**src/rtl/mem_arbiter.sv**
```systemverilog
// mem_arbiter: round-robin arbiter letting two masters share one data_ram
// port, one transaction at a time, with a no-ack watchdog.
// Ports:
//   clk, rst          clock (rising) / async active-high reset
//   mN_cs_i/we_i      port N request (held until ack) and write enable
//   mN_addr_i/data_i  port N address / write data
//   mN_data_o         port N read data, updated on read ack, held after
//   mN_ack_o/err_o    port N one-cycle done pulse / watchdog expiry flag
//   mem_*_o           RAM cs/we/addr/wdata, valid only while busy
//   mem_data_i/ack_i  RAM read data / completion pulse
//   grant_cntN        completed port-N transactions, wrapping
module mem_arbiter #(
  parameter int ADDR_WIDTH = 32,
  parameter int DATA_WIDTH = 32,
  parameter int TIMEOUT    = 16
) (
  input  logic                  clk,
  input  logic                  rst,
  input  logic                  m0_cs_i,
  input  logic                  m0_we_i,
  input  logic [ADDR_WIDTH-1:0] m0_addr_i,
  input  logic [DATA_WIDTH-1:0] m0_data_i,
  output logic [DATA_WIDTH-1:0] m0_data_o,
  output logic                  m0_ack_o,
  output logic                  m0_err_o,
  input  logic                  m1_cs_i,
  input  logic                  m1_we_i,
  input  logic [ADDR_WIDTH-1:0] m1_addr_i,
  input  logic [DATA_WIDTH-1:0] m1_data_i,
  output logic [DATA_WIDTH-1:0] m1_data_o,
  output logic                  m1_ack_o,
  output logic                  m1_err_o,
  output logic                  mem_cs_o,
  output logic                  mem_we_o,
  output logic [ADDR_WIDTH-1:0] mem_addr_o,
  output logic [DATA_WIDTH-1:0] mem_data_o,
  input  logic [DATA_WIDTH-1:0] mem_data_i,
  input  logic                  mem_ack_i,
  output logic [7:0]            grant_cnt0,
  output logic [7:0]            grant_cnt1
);

  // Watchdog counts BUSY cycles 0..TIMEOUT-1; the last one forces DONE.
  localparam int WDW = (TIMEOUT < 2) ? 1 : $clog2(TIMEOUT);
  localparam logic [WDW-1:0] WD_LAST = WDW'(TIMEOUT - 1);

  typedef enum logic [1:0] {
    S_IDLE = 2'd0,
    S_BUSY = 2'd1,
    S_DONE = 2'd2
  } state_t;

  state_t                r_state;
  state_t                w_next;
  logic                  r_rr;
  logic                  r_gnt;
  logic                  r_we;
  logic [ADDR_WIDTH-1:0] r_addr;
  logic [DATA_WIDTH-1:0] r_wdata;
  logic [DATA_WIDTH-1:0] r_m0_data;
  logic [DATA_WIDTH-1:0] r_m1_data;
  logic [WDW-1:0]        r_wdog;
  logic                  r_m0_ack;
  logic                  r_m1_ack;
  logic                  r_m0_err;
  logic                  r_m1_err;
  logic [7:0]            r_cnt0;
  logic [7:0]            r_cnt1;
  logic                  w_req;
  logic                  w_win;
  logic                  w_tmo;
  logic                  w_fin;

  assign w_req = m0_cs_i | m1_cs_i;
  // Sole requester wins; on a tie the round-robin pointer decides.
  assign w_win = (m0_cs_i & m1_cs_i) ? r_rr : m1_cs_i;
  assign w_tmo = (TIMEOUT != 0) && (r_wdog == WD_LAST);
  assign w_fin = mem_ack_i | w_tmo;

  always_ff @(posedge clk or posedge rst) begin
    if (rst) r_state <= S_IDLE;
    else     r_state <= w_next;
  end

  always_comb begin
    w_next     = r_state;
    mem_cs_o   = 1'b0;
    mem_we_o   = 1'b0;
    mem_addr_o = '0;
    mem_data_o = '0;
    unique case (r_state)
      S_IDLE: begin
        if (w_req) w_next = S_BUSY;
      end
      S_BUSY: begin
        mem_cs_o   = 1'b1;
        mem_we_o   = r_we;
        mem_addr_o = r_addr;
        mem_data_o = r_wdata;
        if (w_fin) w_next = S_DONE;
      end
      S_DONE: begin
        w_next = S_IDLE;
      end
      default: begin
        w_next = S_IDLE;
      end
    endcase
  end

  always_ff @(posedge clk or posedge rst) begin
    if (rst) begin
      r_rr      <= 1'b0;
      r_gnt     <= 1'b0;
      r_we      <= 1'b0;
      r_addr    <= '0;
      r_wdata   <= '0;
      r_wdog    <= '0;
      r_m0_data <= '0;
      r_m1_data <= '0;
      r_m0_ack  <= 1'b0;
      r_m1_ack  <= 1'b0;
      r_m0_err  <= 1'b0;
      r_m1_err  <= 1'b0;
      r_cnt0    <= '0;
      r_cnt1    <= '0;
    end else begin
      r_m0_ack <= 1'b0;
      r_m1_ack <= 1'b0;
      r_m0_err <= 1'b0;
      r_m1_err <= 1'b0;
      unique case (r_state)
        S_IDLE: begin
          if (w_req) begin
            r_gnt   <= w_win;
            r_we    <= w_win ? m1_we_i : m0_we_i;
            r_addr  <= w_win ? m1_addr_i : m0_addr_i;
            r_wdata <= w_win ? m1_data_i : m0_data_i;
            r_wdog  <= '0;
          end
        end
        S_BUSY: begin
          r_wdog <= r_wdog + WDW'(1);
          if (w_fin) begin
            // A real ack beats a same-cycle watchdog expiry.
            if (r_gnt) begin
              r_m1_ack <= 1'b1;
              r_m1_err <= ~mem_ack_i;
              if (mem_ack_i && !r_we) r_m1_data <= mem_data_i;
            end else begin
              r_m0_ack <= 1'b1;
              r_m0_err <= ~mem_ack_i;
              if (mem_ack_i && !r_we) r_m0_data <= mem_data_i;
            end
          end
        end
        S_DONE: begin
          if (r_gnt) r_cnt1 <= r_cnt1 + 8'd1;
          else       r_cnt0 <= r_cnt0 + 8'd1;
          r_rr <= ~r_gnt;
        end
        default: begin
          r_wdog <= '0;
        end
      endcase
    end
  end

  assign m0_data_o  = r_m0_data;
  assign m1_data_o  = r_m1_data;
  assign m0_ack_o   = r_m0_ack;
  assign m1_ack_o   = r_m1_ack;
  assign m0_err_o   = r_m0_err;
  assign m1_err_o   = r_m1_err;
  assign grant_cnt0 = r_cnt0;
  assign grant_cnt1 = r_cnt1;

endmodule

```
**config.mk**
```make
export PLATFORM = sky130hd
export DESIGN_NAME = mem_arbiter
export DESIGN_NICKNAME = d
export VERILOG_FILES = /design/src/rtl/mem_arbiter.sv
export SDC_FILE = /design/constraint.sdc
export NUM_CORES = 1
export LEC_CHECK = 0
export ABC_AREA = 1
export BUFFER_PORTS_ARGS = -buffer_cell sky130_fd_sc_hd__clkbuf_2
export CORE_AREA = 2 2 180 182
export DETAILED_ROUTE_END_ITERATION = 12
export DIE_AREA = 0 0 182 184
export PLACE_DENSITY = 0.59
export SETUP_SLACK_MARGIN = 0.5
export SYNTH_ARGS = -nofsm -noshare
export SYNTH_HDL_FRONTEND = slang
export SYNTH_SLANG_ARGS = --single-unit
```
**constraint.sdc**
```tcl
create_clock -name clk -period 13.4 [get_ports clk]
set_input_delay 0 -clock clk [delete_from_list [all_inputs] [get_ports clk]]
set_output_delay 0 -clock clk [all_outputs]
set_load 0.05 [all_outputs]
```
==> metrics <==
drt pass-1 iters=4; clock transition at the registers of the reported paths=roughly 0.07 ns; Clock Sinks=157; r2r startpoint=r_state[1]; Cells after DPL=1663; Die Ht=approximately 180 um; asr flop ratio synth=100%; chip width=between 150 and 200 um; Critical Path RT=roughly 14 ns; largest area contributor in the netlist=dfrtp_1; Critical Path Start Type=flop; placer congestion estimate=around 0.77; crit path time final=2.90 ns; vias in the first global route=a little under 8000; Ports=around 320; synthesized netlist cell count=around 990; R2R Path End=r_wdata[31]; Die Footprint=roughly 33000 sq um; Setup Skew=0.0134 ns; Simple-Gate Fraction of Synth Area=a little under a quarter; flop2flop setup slack=approximately 10 ns; Max Clock Freq=approximately 340 MHz; Post-synth top cells=nand2_1 (313), inv_1 (178), dfrtp_1 (157); final count of hold timing violations=0; DRC violation count after routing=0; mux share of post-synthesis cell area=0%; Post-Layout Cell Count=1861; CTS tree=yes; Max Fanout on Critical Path=a little under 70; htree depth=4; switching share of power=roughly 51%; arrival time of the worst setup path=approximately 3.2 ns; RSZ-0062 raised after global routing=false; switching power=about 1.5 mW; synthesized flop and latch total=about 160; Cells on Worst Hold Path=4; XOR/XNOR Fraction of Synth Area=0.787%; layout cell share with drive strength beyond 1=between 20% and 30%; initial core utilization=between 20% and 30%; kind of critical path=reg -> reg; largest cells by area after synthesis=dfrtp_1 (50%), nand2_1 (15%), inv_1 (8.6%); Max Root-Sink Buffers=2; worst hold start=m1_cs_i; GRT Total Usage=13.9%; routed via count=approximately 7700; main combinational cell family by area after synthesis=simple AND/OR/NAND/NOR gates; WL/cell=~12 um; syn nets=~1200; Hold Path End=r_wdog[2]; Port Buffers=roughly 320; most common cell in the netlist=nand2_1; hpwl dp=roughly 15 mm; Synth top area share=50.4%; global-route wire length before repair=roughly 37 mm; logic gate share of total power=approximately 55%; syn_area_per_cell=around 8 sq um; status=completed; Core Area=around 31000 sq um; largest net degree at the start of global routing=a little under 90; Worst-Skew Late Latency=~0.42 ns; Peak VDD IR=roughly 160 uV; post-synthesis cell area=7790 sq um; Routed WL=about 23 mm; Power Density=between 200 and 250 nW/um^2; R2R depth=8; register area share after synthesis=between 50% and 60%; Most used DFF post-synth=dfrtp_1; P&R area growth vs syn=51.8%; final slew viol count=0; clock buffer count from CTS=17; initial DRC count=281; Post-synth EDFFs=0; Clock power frac=approximately 17%; Crit. End Element=flop; post-CTS setup buffers=0; antenna violations before repair=0; total power=just under 3 mW; Rows=65; vias per cell=between 4 and 5; Layout Nets=around 1600; Leakage Power=6.58 nW; internal power=1.42 mW; Post-Synth Adder-Cell Area=0.482%; Ant. Diodes=0; Synth cell types=27; post-route ant nets=0; total congestion overflow=0; root buffer cell=clkbuf_16; sequential share of power=roughly 28%; Worst Hold Class=in -> reg; cts repair resizes=0; Finish-stage setup viols=0; max-cap violation count=0; setup TNS=0 ns; Slew Limit Headroom=around 18%; Worst-Margin Slew=1.24 ns; yosys warns=0; crit share post-route=~22%; complex-gate fraction of the synthesized area=between 10% and 20%
==> through the flow <==
| step | utilization (%) | area [sq um] | hold slack, ns | setup slack (ns) |
|---|---|---|---|---|
| floorplan | - | 7790 | 0.0708 | 9.17 |
| global placement | 30.5 | 9590 | 0.210 | 10.97 |
| detailed placement | 30.5 | 9590 | 0.196 | 10.92 |
| CTS | 37.7 | 11800 | 0.0245 | 10.42 |
| global route | 37.7 | 11800 | 0.0629 | 10.14 |
| finish | 37.7 | 11800 | 0.0471 | 10.50 |
==> timing repair <==
item | in CTS | in global routing
endpoints found under the setup margin | 0 | 0
hold buffers | 166 | 0
hold endpoints to repair | 220 | 0
==> layout make-up <==
type,instances,area (sq um)
clock inverters,13,141
repair buffers,485,3270
fillers,3210,19600
inverters,182,688
well taps,402,503
clock buffers,19,443
flip-flops and latches,157,3930
multi-input cells,603,2860
==> worst max path at each step <==
stage	start	end	slack (ns)
6_report	r_state[1]	r_wdata[31]	10.50
5_1_grt	r_state[1]	r_addr[31]	10.14
4_1_cts	r_state[1]	r_wdata[31]	10.42
3_5_place_dp	r_state[1]	r_state[0]	10.92
3_3_place_gp	r_state[1]	r_gnt	10.97
2_1_floorplan	rst	grant_cnt0[0]	9.17
==> state kept, by name, summed over array words and instances (netlist names), 2 cells and up <==
| register | cells |
|---|---|
| grant_cnt1 | 8 |
| r_wdog | 4 |
| m0_data_o | 32 |
| m1_data_o | 32 |
| r_state | 2 |
| r_addr | 32 |
| r_wdata | 32 |
| grant_cnt0 | 8 |
==> worst max-delay path: stages, from the launching register on <==
cell and delay (ns):
dfrtp_1 0.41, inv_2 0.10, o21ai_2 0.09, nor2_4 0.08
buf_4 0.53, inv_2 0.65, nand2_1 0.18, o21ai_0 0.10
dlygate4sd3_1 0.56
==> power by group through the flow <==
| stage | Clock [mW] | Sequential, mW | Combinational (mW) |
|---|---|---|---|
| detailed placement | 0 | 0.810 | 1.44 |
| floorplan | 0 | 1.13 | 0.797 |
| global route | 0.531 | 0.833 | 1.73 |
| global placement | 0 | 0.807 | 1.43 |
| CTS | 0.513 | 0.806 | 1.60 |
| finish | 0.493 | 0.806 | 1.60 |
==> cells in the final DEF (no fill, tap or decap), types with 4 or more instances in the layout <==
cell type | netlist | routed
clkbuf_16 | 0 | 17
clkbuf_2 | 0 | 316
dfrtp_1 | 157 | 157
dlygate4sd3_1 | 0 | 166
inv_1 | 178 | 177
inv_2 | 4 | 4
nand2_1 | 313 | 312
nand2_4 | 3 | 4
nand3_1 | 12 | 12
nor2_1 | 118 | 118
o211ai_1 | 26 | 26
o21ai_0 | 13 | 13
o21ai_1 | 39 | 39
o21ai_2 | 56 | 56
xor2_1 | 5 | 5
==> metal layers <==
metal	GRT usage (%)	wire length (um)
met1	16.1	10100
met2	25.0	11300
met3	3.43	1450
met4	4.74	380
met5	0	0
==> cell families (layout without fill, tap and decap cells) <==
kind of cell             Yosys count  after routing
XOR/XNOR                           7              7
AO/OA/AOI/OAI                    139            139
buffers and inverters            229            699
adder cells (fa/ha/maj)            3              3
flip-flops                       157            157
AND/OR/NAND/NOR                  454            454
Power figures use the tool's default switching activity.
